[src/rtl/multi_debounce.sv]
`default_nettype none
// ============================================================================
// Module   : multi_debounce
// Purpose  : N-channel push-button debouncer. Each channel synchronises its
//            raw input, accepts a new level only after it has been stable for
//            DB_CYCLES consecutive synchronised cycles, and produces one-cycle
//            press/release pulses plus an optional auto-repeat pulse train.
// Ports    : clk           - system clock, rising edge
//            rst_n         - asynchronous active-low reset
//            btn           - raw asynchronous button inputs (active high)
//            rpt_en        - global auto-repeat enable (synchronous)
//            db_level      - debounced level per channel (registered)
//            press_pulse   - one-cycle pulse on accepted 0->1
//            release_pulse - one-cycle pulse on accepted 1->0
//            repeat_pulse  - one-cycle auto-repeat pulses while held
// Revision : 1.0 - initial release
// ============================================================================
module multi_debounce #(
  parameter int N_CH       = 4,
  parameter int CNT_W      = 12,
  parameter int DB_CYCLES  = 1023,
  parameter int RPT_W      = 24,
  parameter int RPT_DELAY  = 5000000,
  parameter int RPT_PERIOD = 1000000
) (
  input  logic            clk,
  input  logic            rst_n,
  input  logic [N_CH-1:0] btn,
  input  logic            rpt_en,
  output logic [N_CH-1:0] db_level,
  output logic [N_CH-1:0] press_pulse,
  output logic [N_CH-1:0] release_pulse,
  output logic [N_CH-1:0] repeat_pulse
);

  localparam logic [CNT_W-1:0] C_CNT_LAST   = CNT_W'(DB_CYCLES - 1);
  localparam logic [RPT_W-1:0] C_DELAY_LAST = RPT_W'(RPT_DELAY - 1);
  localparam logic [RPT_W-1:0] C_PER_LAST   = RPT_W'(RPT_PERIOD - 1);

  typedef enum logic [1:0] {
    S_IDLE   = 2'd0,
    S_DELAY  = 2'd1,
    S_REPEAT = 2'd2
  } rpt_state_t;

  for (genvar i = 0; i < N_CH; i++) begin : g_ch
    logic             r_s1;
    logic             r_s2;
    logic [CNT_W-1:0] r_cnt;
    logic             r_level;
    logic             r_press;
    logic             r_release;
    logic             w_accept;
    logic             w_rise;
    logic             w_fall;

    rpt_state_t       r_state;
    rpt_state_t       w_state_nxt;
    logic [RPT_W-1:0] r_rcnt;
    logic [RPT_W-1:0] w_rcnt_nxt;
    logic             r_rpt;
    logic             w_rpt_nxt;

    // The new level is accepted on the edge where the counter has already
    // seen DB_CYCLES-1 differing cycles and the current one still differs.
    assign w_accept = (r_s2 != r_level) && (r_cnt == C_CNT_LAST);
    assign w_rise   = w_accept && r_s2;
    assign w_fall   = w_accept && !r_s2;

    // Synchroniser and stability filter
    always_ff @(posedge clk or negedge rst_n) begin
      if (!rst_n) begin
        r_s1      <= 1'b0;
        r_s2      <= 1'b0;
        r_cnt     <= '0;
        r_level   <= 1'b0;
        r_press   <= 1'b0;
        r_release <= 1'b0;
      end else begin
        r_s1      <= btn[i];
        r_s2      <= r_s1;
        r_press   <= 1'b0;
        r_release <= 1'b0;
        if (r_s2 == r_level) begin
          // Any bounce back to the accepted level restarts the count.
          r_cnt <= '0;
        end else if (w_accept) begin
          r_cnt     <= '0;
          r_level   <= r_s2;
          r_press   <= r_s2;
          r_release <= !r_s2;
        end else begin
          r_cnt <= r_cnt + 1'b1;
        end
      end
    end

    // Auto-repeat FSM: state register
    always_ff @(posedge clk or negedge rst_n) begin
      if (!rst_n) begin
        r_state <= S_IDLE;
        r_rcnt  <= '0;
        r_rpt   <= 1'b0;
      end else begin
        r_state <= w_state_nxt;
        r_rcnt  <= w_rcnt_nxt;
        r_rpt   <= w_rpt_nxt;
      end
    end

    // Auto-repeat FSM: next state. Repeat arms only on a fresh press edge, so
    // enabling rpt_en while a button is already held leaves the channel idle.
    // A release or a disabled rpt_en overrides any pending repeat pulse.
    always_comb begin
      w_state_nxt = r_state;
      w_rcnt_nxt  = r_rcnt;
      w_rpt_nxt   = 1'b0;
      if (!rpt_en || w_fall) begin
        w_state_nxt = S_IDLE;
        w_rcnt_nxt  = '0;
      end else begin
        case (r_state)
          S_IDLE: begin
            w_rcnt_nxt = '0;
            if (w_rise) begin
              w_state_nxt = S_DELAY;
            end
          end
          S_DELAY: begin
            if (r_rcnt == C_DELAY_LAST) begin
              w_rpt_nxt   = 1'b1;
              w_rcnt_nxt  = '0;
              w_state_nxt = S_REPEAT;
            end else begin
              w_rcnt_nxt = r_rcnt + 1'b1;
            end
          end
          S_REPEAT: begin
            if (r_rcnt == C_PER_LAST) begin
              w_rpt_nxt  = 1'b1;
              w_rcnt_nxt = '0;
            end else begin
              w_rcnt_nxt = r_rcnt + 1'b1;
            end
          end
          default: begin
            w_state_nxt = S_IDLE;
            w_rcnt_nxt  = '0;
          end
        endcase
      end
    end

    assign db_level[i]      = r_level;
    assign press_pulse[i]   = r_press;
    assign release_pulse[i] = r_release;
    assign repeat_pulse[i]  = r_rpt;
  end

endmodule
`default_nettype wire

[config.mk]
export PLATFORM = sky130hd
export DESIGN_NAME = multi_debounce
export DESIGN_NICKNAME = d
export VERILOG_FILES = /design/src/rtl/multi_debounce.sv
export SDC_FILE = /design/constraint.sdc
export NUM_CORES = 1
export LEC_CHECK = 0
export CAP_MARGIN = 15
export CORE_ASPECT_RATIO = 1.75
export CORE_MARGIN = 2
export CORE_UTILIZATION = 55
export CTS_CLUSTER_DIAMETER = 200
export CTS_CLUSTER_SIZE = 8
export DETAILED_ROUTE_END_ITERATION = 10
export PLACE_DENSITY = 0.81
export SETUP_SLACK_MARGIN = 0.15
export SYNTH_ARGS = -nofsm -noshare
export SYNTH_HDL_FRONTEND = slang
export SYNTH_SLANG_ARGS = --single-unit
[constraint.sdc]
create_clock -name clk -period 3.55 [get_ports clk]
set_input_delay 0.5325 -clock clk [delete_from_list [all_inputs] [get_ports clk]]
set_output_delay 0.5325 -clock clk [all_outputs]
set_load 0.005 [all_outputs]
# After elaboration in Yosys (flattened, before gate mapping)
# Cells that the tools add are included.
dict set report classes {
  muxes 72
  bitwise_logic 4
  n_addsub 8
  n_reduce_logical 33
  n_eq_ne 40
}
# op count
set op_table {}
lappend op_table {{24-bit 2-to-1 mux} 12}
lappend op_table {{24-bit one-hot mux with 2 select lines} 4}
lappend op_table {{24-bit by 1-bit adder with 24-bit output, second input constant} 4}
lappend op_table {{24-bit by 20-bit == test with 1-bit output, second input constant} 4}
lappend op_table {{24-bit by 23-bit == test with 1-bit output, second input constant} 4}
lappend op_table {{12-bit 2-to-1 mux} 8}
lappend op_table {{12-bit by 1-bit adder with 12-bit output, second input constant} 4}
lappend op_table {{12-bit by 10-bit == test with 1-bit output, second input constant} 4}
lappend op_table {{1-bit 2-to-1 mux} 28}
lappend op_table {{2-bit 2-to-1 mux} 12}
lappend op_table {{3-bit inequality test, second input constant} 8}
lappend op_table {{2-bit one-hot mux with 3 select lines} 4}
lappend op_table {{1-bit logical AND} 12}
lappend op_table {{3-bit AND reduction} 4}
lappend op_table {{2-bit by 1-bit == test with 1-bit output, second input constant} 4}
lappend op_table {{2-bit == test, second input constant} 4}
lappend op_table {{2-bit zero test} 4}
lappend op_table {{2-bit inequality test, second input constant} 4}
lappend op_table {{1-bit one-hot mux with 2 select lines} 4}
lappend op_table {{2-bit AND reduction} 4}
lappend op_table {{1-bit zero test} 5}
lappend op_table {{1-bit == test} 4}
lappend op_table {{1-bit logical OR} 4}
lappend op_table {{1-bit inequality test} 4}
lappend op_table {{1-bit NOT} 4}
dict set report word_totals {
  regBits 176
  in_bits 7
  out_inout_bits 16
  wordCells 193
}

# Depth between registers and ports, before layout
# Gate-level depths: netlist of the first run.
dict set report logic_depth {
  ltp_word 6
  mapped_depth 8
  mapped_depth_nobuf 7
}

# Least setup slack after synthesis of the first run
# Ideal clock, no wire load.
dict set report synth_path {
  path_type {reg2reg}
  start {register g_ch[2].r_cnt[0]}
  end {register g_ch[2].r_rcnt[20]}
  n_path_buf 1
  stages_incl_launch_ff 9
  arrival_time_ns 1.803
  required_time_ns 3.431
  setup_slack_ns 1.628
  setup_time_ns 0.119
  synth_period_minus_slack_ns 1.922
  path_cell_list {dfrtp_1 inv_1 ha_1 or3b_1 nor4_1 nand3b_1 a21o_2 buf_6 nor2_1}
}
dict set report synth_between {
  elab_chain_len 5
}
# item line
set synth_rtl {}
lappend synth_rtl {{start: declaration} 49} ;# logic [CNT_W-1:0] r_cnt;
lappend synth_rtl {{start signal: assignment} 93} ;# r_cnt <= r_cnt + 1'b1;
lappend synth_rtl {{12-bit by 10-bit == test with 1-bit output} 66} ;# assign w_accept = (r_s2 != r_level) && (r_cnt == C_CNT_LAST);
lappend synth_rtl {{1-bit logical AND} 66}
lappend synth_rtl {{1-bit logical AND} 68} ;# assign w_fall = w_accept && !r_s2;
lappend synth_rtl {{1-bit logical OR} 118} ;# if (!rpt_en || w_fall) begin
lappend synth_rtl {{24-bit 2-to-1 mux} 118}
lappend synth_rtl {{net g_ch[2].w_rcnt_nxt[20]} 60} ;# logic [RPT_W-1:0] w_rcnt_nxt;
lappend synth_rtl {{end signal: assignment} 106} ;# r_rcnt <= w_rcnt_nxt;
lappend synth_rtl {{end: declaration} 59} ;# logic [RPT_W-1:0] r_rcnt;
# The timed path passes the listed nets, and every way through them passes these cells.
# A chain may end at the register's enable or synchronous reset.

# Final worst setup path of the first run
dict set report layout_path {
  start {register g_ch[2].r_cnt[0]}
  end {register g_ch[2].r_rcnt[4]}
}
# The elaborated chain is that of the path after synthesis.

==> results.tsv, run 1 <==
stage	metric	value	unit
flow_run	drv_cap	0	
drt	wl_per_cell	15.4	um
synthesis	synth_area	8930	um^2
timing	worst_pin_slew	0.906	ns
placed_design	dp_slack	1.24	ns
critical_path	required	3.84	ns
floorplanning	core_area	15900	um^2
layout	drive_gt1_share	6.48	%
global_routing	gr-total-overflow	0	
layout	final_core_util	61.8	%
synthesis	synth_cell_types	56	
timing	clock_skew	0.0112	ns
drt	drtIter0Drc	324	
drt	top_layer_used	met4	
drt	routed_wirelength	17100	um
global_routing	track_usage	21.2	%
timing	timing.final.ws_setup	1.25	ns
synthesis	syn_inst	902	
timing	setup_viol	0	
worst_hold_path	hp-class	input pin to asynchronous set/reset pin	
clock_tree	clockBufferDepth	2	
drt	vias	6387	
clock_tree	postCtsHoldBufs	0	
clock_tree	cts_buffers	17	
floorplanning	ios	23	
synthesis	synth_enable_flop_cells	0	
drt	drt_pre_antenna_iters	5	
drt	routed_via_density	5.73	
synthesis	synth.avg_cell_area	9.90	um^2
drt	wl_met1	6790	um
synthesis	syn-num-nets	937	
synthesis	synthFlopType	dfrtp_1	
floorplanning	initial_core_util	56.3	%
global_routing	grt_pass1_wl	30200	um
synthesis	ys_async_sr_fraction	100	%
critical_path	arrival	2.59	ns
layout	nets	948	
synthesis	yosys_register_bits	176	
clock_tree	cts_resized	0	
clock_tree	cts.htree.levels	4	
layout	diodes	0	
placed_design	gp_congestion	0.825	
drt	ant_nets	0	
floorplanning	die_area	17300	um^2
timing	max_freq	435	MHz
critical_path	r2r_cells	7	
critical_path	path_max_fanout	24	
critical_path	critPathCaptureType	flip-flop	
synthesis	ys_seq_area_share	49.3	%
timing	timing.final.crit_share	64.8	%
power_and_ir_drop	p_leak	3.91	nW
drt	wl_met3	452	um
drt	route.detailed.drc	0	
timing	max-slew-margin-rel	39.0	%
global_routing	antenna_found_initial	0	
timing	fin_tns_setup	0	ns
placed_design	io_buffers	22	
layout	area_growth	9.89	%
floorplanning	dieHeight	173	um
outcome	run_status	complete, no violations	
floorplanning	row_count	61	
placed_design	dp_hpwl	11500	um
layout	n_fill_cell	1266	
power_and_ir_drop	ir_drop	0.253	mV
clock_tree	cts_sinks	176	
drt	met2_length	9480	um
global_routing	grt_max_degree	82	
global_routing	grt_pass1_vias	6616	
timing	fin_crit	2.30	ns
clock_tree	cts_tree	built	
timing	rsz0062_at_grt	false	
critical_path	crit_path_start_kind	flip-flop	
synthesis	synth_warnings	0	
timing	slew_viol_final	0	
clock_tree	clkTransAtPathRegs	0.07	ns
timing	whs	0.147	ns
timing	finalHoldViolCount	0	
clock_tree	clock_latency	0.43	ns
critical_path	crit_type	flip-flop to flip-flop	
floorplanning	die_w	100	um
power_and_ir_drop	p_per_area	426	nW/um^2
clock_tree	cts.root.buffer_cell	clkbuf_16	
clock_tree	post_cts_buffers	0	
[layer usage]
metal	up-vias	track usage (%)
met5	-	0
met4	0	8.68
met3	26	2.99
met2	118	38.8
met1	3166	24.3
li1	3077	-
[cells by family (layout without fill, tap and decap cells)]
family / Yosys count / after routing / synth area share, %
simple gates: 452 / 452 / 25.5
flops: 176 / 176 / 49.3
compound gates: 47 / 47 / 4.06
mux: 6 / 6 / 0.728
fa+ha+maj: 28 / 28 / 3.92
xor+xnor: 126 / 126 / 12.4
buf+inv: 67 / 91 / 4.17
[final timing paths]
kind	startpoint	slack, ns	endpoint
worst max-delay path	g_ch[2].r_cnt[0]$_DFF_PN0_	1.25	g_ch[2].r_rcnt[4]$_DFF_PN0_
worst min-delay path	rst_n	0.15	g_ch[2].r_cnt[6]$_DFF_PN0_
worst max register to register	g_ch[2].r_cnt[0]$_DFF_PN0_	1.25	g_ch[2].r_rcnt[4]$_DFF_PN0_
worst min register to register	g_ch[3].r_s1$_DFF_PN0_	0.35	g_ch[3].r_s2$_DFF_PN0_
max in group asynchronous	rst_n	2.59	g_ch[3].r_cnt[6]$_DFF_PN0_
min in group clk	g_ch[3].r_s1$_DFF_PN0_	0.35	g_ch[3].r_s2$_DFF_PN0_
[through the flow]
step | power (mW) | instance area (um^2) | std cells
floorplan | 2.18 | 8930 | 902
finish | 4.18 | 9820 | 1115
global placement | 2.25 | 9190 | 1083
detailed placement | 2.26 | 9190 | 1083
CTS | 4.22 | 9820 | 1115
global route | 4.32 | 9820 | 1115
[cells in the final DEF (no fill, tap or decap), types with 3 or more instances in the layout]
| cell type | instances |
|---|---|
| nor4_1 | 15 |
| inv_1 | 31 |
| clkbuf_8 | 3 |
| xor2_1 | 66 |
| and4_1 | 14 |
| bufinv_16 | 3 |
| nor4b_1 | 4 |
| a22oi_1 | 4 |
| o31a_1 | 3 |
| o21bai_1 | 3 |
| and3_1 | 18 |
| nand3_1 | 55 |
| clkinv_4 | 3 |
| ha_1 | 28 |
| a21oi_1 | 6 |
| a21boi_0 | 4 |
| or3_1 | 3 |
| o21a_1 | 3 |
| dfrtp_1 | 176 |
| nor4_2 | 3 |
| nor4bb_1 | 4 |
| nand2_1 | 59 |
| clkbuf_16 | 17 |
| buf_4 | 5 |
| clkdlybuf4s50_1 | 21 |
| nor3_1 | 27 |
| nor3b_1 | 4 |
| and2_1 | 8 |
| o31ai_1 | 3 |
| or4_1 | 3 |
| nor2b_1 | 9 |
| mux2_2 | 4 |
| nand4_1 | 41 |
| nor2_1 | 171 |
| o21ai_0 | 9 |
| xnor2_1 | 60 |
[final cells by class]
type                            instances  area, um^2  area share (%)
Clock buffer                           21         470            4.79
Clock inverter                         11         154            1.57
Inverter                               31         116            1.19
Multi-Input combinational cell        659        4160            42.3
Sequential cell                       176        4400            44.9
Tap cell                              189         236            2.41
Timing Repair Buffer                   28         279            2.84
[power by group]
| group | switching (mW) | internal [mW] |
|---|---|---|
| combinational | 0.109 | 0.0590 |
| clock | 0.793 | 1.17 |
| sequential | 0.0246 | 2.03 |
[sequential cells by signal, indices dropped and copies added (netlist names)]
name            cells
g_ch.r_release      4
g_ch.r_s2           4
g_ch.r_level        4
g_ch.r_state        8
g_ch.r_cnt         48
g_ch.r_rcnt        96
g_ch.r_rpt          4
g_ch.r_s1           4
g_ch.r_press        4
[critical path, stage by stage, from the launching register on]
cell,delay (ns)
dfrtp_1,0.44
inv_1,0.08
ha_1,0.15
or3b_1,0.36
nor4_1,0.44
nand3b_1,0.20
a21o_2,0.38
nor2_1,0.11
[cells in the mapped netlist, types with 4 or more instances]
library cell    n  share of area, %
clkbuf_1        5              0.21
nor2_1        171               7.2
a21oi_1         6              0.34
nor4bb_1        4              0.45
buf_6           6              0.76
ha_1           28               3.9
mux2_2          4              0.50
nor2b_1         9              0.63
dfrtp_1       176                49
and3_1         18               1.3
buf_4          18               1.5
nor4_1         15               1.1
nor4b_1         4              0.39
nor3b_1         4              0.34
nor3_1         27               1.5
and4_1         14               1.4
buf_2           6              0.34
nand2_1        59               2.5
nand3_1        55               3.1
a21boi_0        4              0.34
xor2_1         66               6.5
nand4_1        41               2.9
xnor2_1        60               5.9
a22oi_1         4              0.34
o21ai_0         9              0.50
inv_1          31               1.3
and2_1          8              0.56
Note: power is estimated with default switching activity, not from simulation.
==> inputs of run 2 (changes only) <==
clock period = 2.12 ns   (was 3.55 ns; I/O delays follow)
==> run 2 against run 1 <==
Net effect:
- flip-flop and latch count did not move
- clock skew barely moved
- sequential share of layout area fell by 4.5 points
- largest cell class is now multi-input gates
- global-route usage fell by 0.096 points
- utilization rose by 7.0 points
- first-iteration DRC count rose by 3.1%
==> results.tsv, run 2 (same netlist as run 1, synthesis figures left out) <==
stage	metric	value	unit	change
layout	nets	1006		was 948
floorplanning	row_count	61		unchanged
power_and_ir_drop	totalPowerFinal	6.92	mW	was 4.18 mW
drt	routed_wirelength	19600	um	was 17100 um
drt	vias	6802		was 6387
drt	wl_per_cell	16.7	um	was 15.4 um
drt	route.detailed.drc	0		unchanged
critical_path	r2r_cells	6		was 7
floorplanning	die_w	100	um	unchanged
layout	diodes	0		unchanged
critical_path	timing.rr.start	g_ch[3].r_rcnt[12]$_DFF_PN0_		was g_ch[2].r_cnt[0]$_DFF_PN0_
timing	rsz0062_at_grt	true		was false
drt	routed_via_density	5.80		was 5.73
outcome	run_status	complete, no violations		unchanged
global_routing	grt_max_degree	56		was 82
critical_path	crit_type	flip-flop to flip-flop		unchanged
layout	mostFrequentLayoutCell	dfrtp_1		unchanged
timing	slew_viol_final	0		unchanged
critical_path	crit_path_start_kind	flip-flop		unchanged
placed_design	io_buffers	22		unchanged
global_routing	antenna_found_initial	0		unchanged
critical_path	cp-endpoint	g_ch[3].r_rcnt[22]$_DFF_PN0_		was g_ch[2].r_rcnt[4]$_DFF_PN0_
timing	clock_skew	0.0112	ns	about the same
power_and_ir_drop	ir_drop	0.431	mV	was 0.253 mV
timing	setup_viol	0		unchanged
critical_path	critical_path.startpoint	g_ch[3].r_rcnt[12]$_DFF_PN0_		was g_ch[2].r_cnt[0]$_DFF_PN0_
timing	timing.final.crit_share	98.3	%	was 64.8%
layout	area_growth	22.3	%	was 9.89%
timing	max_freq	480	MHz	was 435 MHz
global_routing	grt_pass1_vias	6780		was 6616
layout	drive_gt1_share	19.8	%	was 6.48%
layout	largest_reg_flops	96		unchanged
timing	worst_pin_slew	0.533	ns	was 0.906 ns
clock_tree	cts_sinks	176		unchanged
critical_path	r2r-end	g_ch[3].r_rcnt[22]$_DFF_PN0_		was g_ch[2].r_rcnt[4]$_DFF_PN0_
critical_path	path_max_fanout	6		was 24
floorplanning	initial_core_util	56.3	%	unchanged
floorplanning	ios	23		unchanged
critical_path	critPathBufInv	1		unchanged
global_routing	gr-total-overflow	0		unchanged
layout	regMostFlops	g_ch.r_rcnt		unchanged
critical_path	slowest_stage	o41ai_4		was dfrtp_1
placed_design	dpl-instance-area	9500	um^2	was 9190 um^2
clock_tree	clock_latency	0.43	ns	about the same
layout	final_cell_mix	dfrtp_1, nor2_1, xor2_1		unchanged
timing	finalHoldViolCount	0		unchanged
critical_path	arrival	2.39	ns	was 2.59 ns
clock_tree	clkTransAtPathRegs	0.07	ns	about the same
critical_path	slowest_delay	0.43	ns	was 0.44 ns
clock_tree	clockBufferDepth	2		unchanged
floorplanning	dieHeight	173	um	unchanged
drt	drt_pre_antenna_iters	5		unchanged
clock_tree	cts_tree	built		unchanged
critical_path	crit_cells	6		was 7
placed_design	dp_slack	0.0725	ns	was 1.24 ns
power_and_ir_drop	p_leak	4.33	nW	was 3.91 nW
critical_path	path_cells	nor4_1, nand3_2, o41ai_4, a21o_4, clkbuf_16, nor2_4		was inv_1, ha_1, or3b_1, nor4_1, nand3b_1, a21o_2, nor2_1
placed_design	dp_hpwl	11900	um	was 11500 um
floorplanning	core_area	15900	um^2	unchanged
timing	timing.final.ws_setup	0.0365	ns	was 1.25 ns
clock_tree	cts.root.buffer_cell	clkbuf_16		unchanged
placed_design	gp_congestion	0.817		was 0.825
drt	ant_nets	0		unchanged
worst_hold_path	hp-class	input pin to flip-flop		was input pin to asynchronous set/reset pin
critical_path	critical-path-top-delay-family	simple AND/OR/NAND/NOR gates		unchanged
clock_tree	cts.htree.levels	4		unchanged
flow_run	drv_cap	0		unchanged
timing	max-slew-margin-rel	64.5	%	was 39.0%
critical_path	required	2.43	ns	was 3.84 ns
floorplanning	die_area	17300	um^2	unchanged
global_routing	track_usage	21.1	%	was 21.2%
critical_path	critPathCaptureType	flip-flop		unchanged
clock_tree	cts_buffers	17		unchanged
power_and_ir_drop	p_per_area	633	nW/um^2	was 426 nW/um^2
global_routing	grt_pass1_wl	30400	um	was 30200 um
layout	top_regs	g_ch.r_rcnt (96), g_ch.r_cnt (48), g_ch.r_state (8)		unchanged
timing	fin_crit	2.08	ns	was 2.30 ns
timing	fin_tns_setup	0	ns	unchanged
drt	drtIter0Drc	334		was 324
critical_path	ff2ff_setup_slack	0.04	ns	was 1.25 ns
layout	final_cell_area	10900	um^2	was 9820 um^2
## run 2: how the worst min path moves through the flow
stage | start | to | depth (start not counted)
finish | btn[2] | g_ch[2].r_s1$_DFF_PN0_ | 1
global route | btn[3] | g_ch[3].r_s1$_DFF_PN0_ | 1
CTS | btn[2] | g_ch[2].r_s1$_DFF_PN0_ | 1
detailed placement | rst_n | g_ch[2].r_level$_DFFE_PN0P_ | 1
global placement | rst_n | g_ch[2].r_level$_DFFE_PN0P_ | 1
floorplan | rst_n | g_ch[0].r_cnt[0]$_DFF_PN0_ | 0
## run 2: stage by stage
step / cells / hold slack, ns / util [%]
5_1_grt: 1173 / 0.329 / 68.8
6_report: 1173 / 0.325 / 68.8
2_1_floorplan: 902 / 0.0224 / -
3_5_place_dp: 1115 / 0.299 / 59.8
4_1_cts: 1149 / 0.320 / 63.9
3_3_place_gp: 1115 / 0.296 / 59.8
## run 2: worst reg2reg max path, delay by kind of cell, from the launching register on
family / cells / cell delay, ns
AND/OR/NAND/NOR: 3 / 0.69
AO/OA/AOI/OAI: 2 / 0.67
flip-flops: 1 / 0.41
buffers and inverters: 1 / 0.20
## run 2: what timing repair did
item | in CTS | in global routing
gates cloned | 0 | 9
resized for setup | 6 | 119
pin swaps | 1 | 62
hold buffers | 1 | 0
setup buffers | 1 | 15
hold endpoints to repair | 49 | 0
endpoints found under the setup margin | 52 | 112
## run 2: report_power, final
| group | switching, mW | leakage [nW] | internal, mW |
|---|---|---|---|
| Combinational | 0.202 | 1.62 | 0.134 |
| Sequential | 0.0366 | 2.43 | 3.39 |
| Clock | 1.37 | 0.285 | 1.79 |
| Total | 1.61 | 4.33 | 5.31 |
## run 2: per-layer routing
layer  up-vias  GRT usage (%)  wire length, um
li1       3203              -                -
met1      3393           24.7             7620
met2       160           38.5            11100
met3        46           3.52              553
met4         0           7.13              385
met5         -              0                0
## run 2: layout make-up
class / count / area (um^2)
Clock buffer: 18 / 439
Clock inverter: 14 / 156
Fill cell: 1078 / 4950
Inverter: 31 / 116
Multi-Input combinational cell: 659 / 4670
Sequential cell: 176 / 4410
Tap cell: 189 / 236
Timing Repair Buffer: 86 / 896
